### config.mk
export PLATFORM = sky130hd
export DESIGN_NAME = uart_frame_check
export DESIGN_NICKNAME = d
export VERILOG_FILES = /design/src/rtl/uart_pkg.sv /design/src/rtl/uart_sat_counter.sv /design/src/rtl/uart_frame_check.sv
export SDC_FILE = /design/constraint.sdc
export NUM_CORES = 1
export LEC_CHECK = 0
export ABC_CLOCK_PERIOD_IN_PS = 1700
export BUFFER_PORTS_ARGS = -buffer_cell sky130_fd_sc_hd__buf_2
export CAP_MARGIN = 5
export CORE_MARGIN = 2
export CORE_UTILIZATION = 56
export DETAILED_ROUTE_END_ITERATION = 12
export PLACE_DENSITY = 0.77
export SYNTH_ARGS = -nofsm -noshare
export SYNTH_HDL_FRONTEND = slang
export SYNTH_HIERARCHICAL = 1
export SYNTH_SLANG_ARGS = --single-unit
### constraint.sdc
create_clock -name clk -period 1.7 [get_ports clk]
set_input_delay 0.17 -clock clk [delete_from_list [all_inputs] [get_ports clk]]
set_output_delay 0.17 -clock clk [all_outputs]
set_load 0.01 [all_outputs]
### src/rtl/uart_pkg.sv
// rtl/uart_pkg.sv - shared UART RX types and constants (FSM state enum, parity sense, default width)
package uart_pkg;

   localparam int DEF_DATA_WIDTH = 8;

   localparam logic PAR_EVEN = 1'b0;
   localparam logic PAR_ODD  = 1'b1;

   typedef enum logic [2:0] {
      ST_IDLE   = 3'd0,
      ST_START  = 3'd1,
      ST_DATA   = 3'd2,
      ST_PARITY = 3'd3,
      ST_STOP   = 3'd4
   } state_e;

endpackage

### src/rtl/uart_sat_counter.sv
// rtl/uart_sat_counter.sv - saturating event counter with synchronous clear
module uart_sat_counter #(
   parameter int CNT_WIDTH = 8
) (
   input  logic                 clk,
   input  logic                 rst,
   input  logic                 inc,
   input  logic                 clr,
   output logic [CNT_WIDTH-1:0] count
);

   logic [CNT_WIDTH-1:0] count_q;
   logic [CNT_WIDTH-1:0] count_d;

   // Clear wins over increment; increment stops at all-ones instead of wrapping.
   always_comb begin
      count_d = count_q;
      if (clr) begin
         count_d = '0;
      end else if (inc && (count_q != {CNT_WIDTH{1'b1}})) begin
         count_d = count_q + 1'b1;
      end
   end

   // Count register, cleared by the asynchronous active-low reset.
   always_ff @(posedge clk or negedge rst) begin
      if (!rst) begin
         count_q <= '0;
      end else begin
         count_q <= count_d;
      end
   end

   assign count = count_q;

endmodule

### src/rtl/uart_frame_check.sv
// rtl/uart_frame_check.sv - UART RX frame walker: start/parity/stop checks and deserialisation; optional UART_FRAME_ERR_CNT_EN error counters
module uart_frame_check
   import uart_pkg::*;
#(
   parameter int DATA_WIDTH = DEF_DATA_WIDTH,
   parameter int CNT_WIDTH  = 8
) (
   input  logic                  clk,
   input  logic                  rst,
   input  logic                  sampled_bit,
   input  logic                  sample_valid,
   input  logic                  frame_start,
   input  logic                  par_en,
   input  logic                  par_typ,
   input  logic                  stp2_en,
   output logic [DATA_WIDTH-1:0] p_data,
   output logic                  frm_done,
   output logic                  strt_err,
   output logic                  par_err,
   output logic                  stp_err
`ifdef UART_FRAME_ERR_CNT_EN
   ,
   input  logic                  cnt_clr,
   output logic [CNT_WIDTH-1:0]  par_err_cnt,
   output logic [CNT_WIDTH-1:0]  stp_err_cnt
`endif
);

   localparam int BW = $clog2(DATA_WIDTH + 1);
   localparam logic [BW-1:0] LAST_BIT = BW'(DATA_WIDTH - 1);

   // Reject configurations the shift register and counters cannot represent.
   if ((DATA_WIDTH < 5) || (DATA_WIDTH > 9) || (CNT_WIDTH < 1)) begin : g_param_check
      $error("uart_frame_check: DATA_WIDTH must be 5..9 and CNT_WIDTH >= 1");
   end

   state_e                state_q,    state_d;
   logic [BW-1:0]         cnt_q,      cnt_d;
   logic [DATA_WIDTH-1:0] shift_q,    shift_d;
   logic                  acc_q,      acc_d;
   logic                  par_en_q,   par_en_d;
   logic                  par_typ_q,  par_typ_d;
   logic                  stp2_q,     stp2_d;
   logic                  stop1_q,    stop1_d;
   logic [DATA_WIDTH-1:0] p_data_q,   p_data_d;
   logic                  frm_done_q, frm_done_d;
   logic                  strt_err_q, strt_err_d;
   logic                  par_err_q,  par_err_d;
   logic                  stp_err_q,  stp_err_d;
   logic                  exp_par;

   // Even parity expects the data XOR itself; odd parity expects its inverse.
   assign exp_par = (par_typ_q == PAR_EVEN) ? acc_q : ~acc_q;

   // Next-state and datapath: every move past START waits for a sample strobe.
   always_comb begin
      state_d    = state_q;
      cnt_d      = cnt_q;
      shift_d    = shift_q;
      acc_d      = acc_q;
      par_en_d   = par_en_q;
      par_typ_d  = par_typ_q;
      stp2_d     = stp2_q;
      stop1_d    = stop1_q;
      p_data_d   = p_data_q;
      frm_done_d = 1'b0;
      strt_err_d = strt_err_q;
      par_err_d  = par_err_q;
      stp_err_d  = stp_err_q;
      unique case (state_q)
         ST_IDLE: begin
            if (frame_start) begin
               state_d    = ST_START;
               par_en_d   = par_en;
               par_typ_d  = par_typ;
               stp2_d     = stp2_en;
               stop1_d    = 1'b0;
               strt_err_d = 1'b0;
               par_err_d  = 1'b0;
               stp_err_d  = 1'b0;
               acc_d      = 1'b0;
               cnt_d      = '0;
            end
         end
         ST_START: begin
            if (sample_valid) begin
               if (sampled_bit) begin
                  strt_err_d = 1'b1;
                  state_d    = ST_IDLE;
               end else begin
                  state_d = ST_DATA;
               end
            end
         end
         ST_DATA: begin
            if (sample_valid) begin
               shift_d = {sampled_bit, shift_q[DATA_WIDTH-1:1]};
               acc_d   = acc_q ^ sampled_bit;
               cnt_d   = cnt_q + 1'b1;
               if (cnt_q == LAST_BIT) begin
                  state_d = par_en_q ? ST_PARITY : ST_STOP;
               end
            end
         end
         ST_PARITY: begin
            if (sample_valid) begin
               par_err_d = (sampled_bit != exp_par);
               state_d   = ST_STOP;
            end
         end
         ST_STOP: begin
            if (sample_valid) begin
               stp_err_d = stp_err_q | ~sampled_bit;
               if (!stp2_q || stop1_q) begin
                  p_data_d   = shift_q;
                  frm_done_d = 1'b1;
                  state_d    = ST_IDLE;
               end else begin
                  stop1_d = 1'b1;
               end
            end
         end
         default: state_d = ST_IDLE;
      endcase
   end

   // State and datapath registers; reset aborts any frame in flight.
   always_ff @(posedge clk or negedge rst) begin
      if (!rst) begin
         state_q    <= ST_IDLE;
         cnt_q      <= '0;
         shift_q    <= '0;
         acc_q      <= 1'b0;
         par_en_q   <= 1'b0;
         par_typ_q  <= 1'b0;
         stp2_q     <= 1'b0;
         stop1_q    <= 1'b0;
         p_data_q   <= '0;
         frm_done_q <= 1'b0;
         strt_err_q <= 1'b0;
         par_err_q  <= 1'b0;
         stp_err_q  <= 1'b0;
      end else begin
         state_q    <= state_d;
         cnt_q      <= cnt_d;
         shift_q    <= shift_d;
         acc_q      <= acc_d;
         par_en_q   <= par_en_d;
         par_typ_q  <= par_typ_d;
         stp2_q     <= stp2_d;
         stop1_q    <= stop1_d;
         p_data_q   <= p_data_d;
         frm_done_q <= frm_done_d;
         strt_err_q <= strt_err_d;
         par_err_q  <= par_err_d;
         stp_err_q  <= stp_err_d;
      end
   end

   assign p_data   = p_data_q;
   assign frm_done = frm_done_q;
   assign strt_err = strt_err_q;
   assign par_err  = par_err_q;
   assign stp_err  = stp_err_q;

`ifdef UART_FRAME_ERR_CNT_EN
   // Completed frames only are counted; start-glitch aborts never raise frm_done.
   uart_sat_counter #(.CNT_WIDTH(CNT_WIDTH)) u_par_cnt (
      .clk   (clk),
      .rst   (rst),
      .inc   (frm_done_q & par_err_q),
      .clr   (cnt_clr),
      .count (par_err_cnt)
   );

   uart_sat_counter #(.CNT_WIDTH(CNT_WIDTH)) u_stp_cnt (
      .clk   (clk),
      .rst   (rst),
      .inc   (frm_done_q & stp_err_q),
      .clr   (cnt_clr),
      .count (stp_err_cnt)
   );
`endif

endmodule

==> results.json <==
{
  "outcome": "complete, no violations",
  "path_class": "register to register",
  "finalSetupViolCount": 0,
  "viasPerCell": 5.500,
  "antenna_cells": 0,
  "drc": 0,
  "timing.rr.end": "state_q[1]",
  "die_x_um": 55.54,
  "vias": 924,
  "final.fill_count": 191,
  "cts.sinks": 32,
  "whs_ps": 54.12,
  "async_reset_ff_share_pct": 100.0,
  "cp-end-kind": "register",
  "timing.rr.start": "state_q[1]",
  "dr.pass1.iters": 4,
  "dieArea_mm2": 0.003085,
  "maxCapViolCount": 0,
  "p_total_mw": 2.838,
  "timing.critical_path.to": "state_q[1]",
  "synthCells": 112,
  "cp-startpoint": "state_q[1]",
  "critPathRequiredTime_ps": 1910,
  "worstMarginPinSlew_ps": 693.4,
  "fin_crit_ps": 1562,
  "synth_top_family_by_area": "multiplexers",
  "slew_viol_final": 0,
  "cts_buffers": 5,
  "rsz0062_at_grt": "false",
  "min_path_type": "input port to register",
  "root_buffer": "clkbuf_4",
  "crit_chain": "mux2_4, o32a_1, a41o_1",
  "leakage_nw": 0.8636,
  "ios": 20,
  "synth_common_cells": "dfrtp_1, mux2_2, inv_1, nor2_1, buf_6",
  "drtIter0Drc": 16,
  "synth_most_common_cell": "dfrtp_1",
  "drive_gt1_share_pct": 39.86,
  "critical_path_arrival_ps": 1770,
  "synthXorXnorAreaFrac_pct": 1.177,
  "gp_congestion": 0.7880,
  "core_mm2": 0.002500,
  "start_util_pct": 59.51,
  "hold_violations": 0,
  "synthTopCellsByArea": "dfrtp_1, mux2_2, buf_6",
  "synthSimpleGateAreaFrac_pct": 12.95,
  "fmaxAchievable_ghz": 0.6404,
  "syn_nets": 121,
  "cts_tree": "yes",
  "rows": 18,
  "cts_resized": 0,
  "worstRegToRegCells": 3,
  "vdd_drop_max_v": 0.001424,
  "grt_pass1_vias": 981,
  "crit_path_start_kind": "register",
  "path_buf_inv": 0,
  "grt_max_degree": 33,
  "drtAntennaViolNets": 0,
  "grt_pass1_wl_um": 4457,
  "p_per_area_mw_per_mm2": 1686,
  "drt-wirelength-per-cell_um": 14.39,
  "path_max_fanout": 8,
  "synth.mux.area_fraction_pct": 15.73,
  "antenna_found_initial": 0,
  "dp_hpwl_um": 1730,
  "cp_slowest_cell": "dfrtp_1",
  "clk_pin_slew_ps": 90,
  "die_h_um": 55.54,
  "slowest_delay_ps": 530,
  "worst_clock_skew_ps": 12.41,
  "synth_top_area_share_pct": 53.83,
  "period_share_pct": 91.86,
  "syn_avg_cell_area_um2": 13.28,
  "post-route-util_pct": 67.32,
  "synth_ff_type": "dfrtp_1",
  "r2r_slack_ps": 140,
  "max-clock-path-buffers": 2,
  "syn_to_final_growth_pct": 13.12,
  "ys_types": 38,
  "slew_headroom_pct": 53.77,
  "worst-path-stages": 3,
  "grt_usage_pct": 18.68,
  "grt-ovfl-total": 0,
  "ys_warn_count": 6,
  "yosys.area.top_type": "dfrtp_1",
  "synth_seq_cells": 32,
  "nets": 146,
  "cp_top_family": "compound AO/OA/AOI/OAI gates",
  "cts-htree-levels": 2,
  "syn_area_mm2": 0.001488,
  "clock_latency_ps": 320,
  "yosys.area_share.adder_pct": 0.8410,
  "synth_compound_area_share_pct": 10.34,
  "dpl_cell_area_mm2": 0.001593,
  "seq_area_frac_synth_pct": 53.83,
  "timing.setup.tns_ps": 0,
  "drt-total-wl_um": 2418,
  "portBuffers": 19,
  "synth_edf_count": 0,
  "fin_area_mm2": 0.001683
}
[cell families after synthesis]
group | Yosys count
flip-flops | 32
AND/OR/NAND/NOR | 25
XOR/XNOR | 2
buffers and inverters | 12
AO/OA/AOI/OAI | 20
adder cells (fa/ha/maj) | 1
multiplexers | 20
[worst reg2reg max path, stage by stage, from the launching register on]
cell,delay [ps]
dfrtp_1,530
mux2_4,350
o32a_1,330
a41o_1,240
[worst min path at each step]
| stage | start | cells after the start | slack [ps] | end |
|---|---|---|---|---|
| 6_report | par_en | 3 | 50 | par_en_q |
| 5_1_grt | par_en | 3 | 50 | par_en_q |
| 4_1_cts | par_en | 3 | 40 | par_en_q |
| 3_5_place_dp | rst | 1 | 260 | cnt_q[3] |
| 3_3_place_gp | rst | 1 | 250 | cnt_q[1] |
| 2_1_floorplan | rst | 0 | -130 | acc_q |
[stage by stage]
step	worst slack [ps]	std cells
after floorplan	285.5	112
final	138.4	168
after global placement	215.5	159
after detailed placement	163.0	159
after global routing	44.45	168
after CTS	138.7	168
[registers in the layout, indices dropped and copies added, names as in the netlist, 3 cells and up]
register / count
p_data: 8
shift_q: 8
cnt_q: 4
state_q: 3
[cell usage in the layout (no fill, tap or decap), drive strengths merged, types with 2 or more instances in the layout]
cell type and n:
a21o 3, a21oi 2, buf 22, clkbuf 5, dfrtp 32, inv 7, mux2 18, mux2i 2
nand2 4, nand2b 2, nand4 2, nor2 5, o211ai 2, o21ai 3, or3b 3, xnor2 2
[what timing repair did]
item / CTS / global route
buffers inserted: 0 / 0
endpoints found under the hold margin: 32 / 0
hold buffers: 1 / 0
[report_power, final]
group / switching [mW] / internal, mW
combinational: 0.449 / 0.553
sequential: 0.233 / 1.04
clock: 0.254 / 0.307
[final cells by class]
cell class                 count  area (um^2)  share of cell area (%)
sequential                    32        800.8                   47.58
inverter                       7        26.28                   1.561
clock inverter                 3        42.54                   2.528
clock buffer                   5        37.54                   2.230
tap                           30        37.54                   2.230
multi-input combinational     68        610.6                   36.28
timing repair buffer          23        127.6                   7.584
[layer usage]
metal,vias to the layer above,GRT usage (%),part of all wire [%]
li1,464,-,-
met1,442,23.94,46
met2,16,29.59,50
met3,2,6.557,3.1
met4,0,6.272,0.62
met5,-,0,0
No activity file was read; power rests on OpenSTA's default activity.
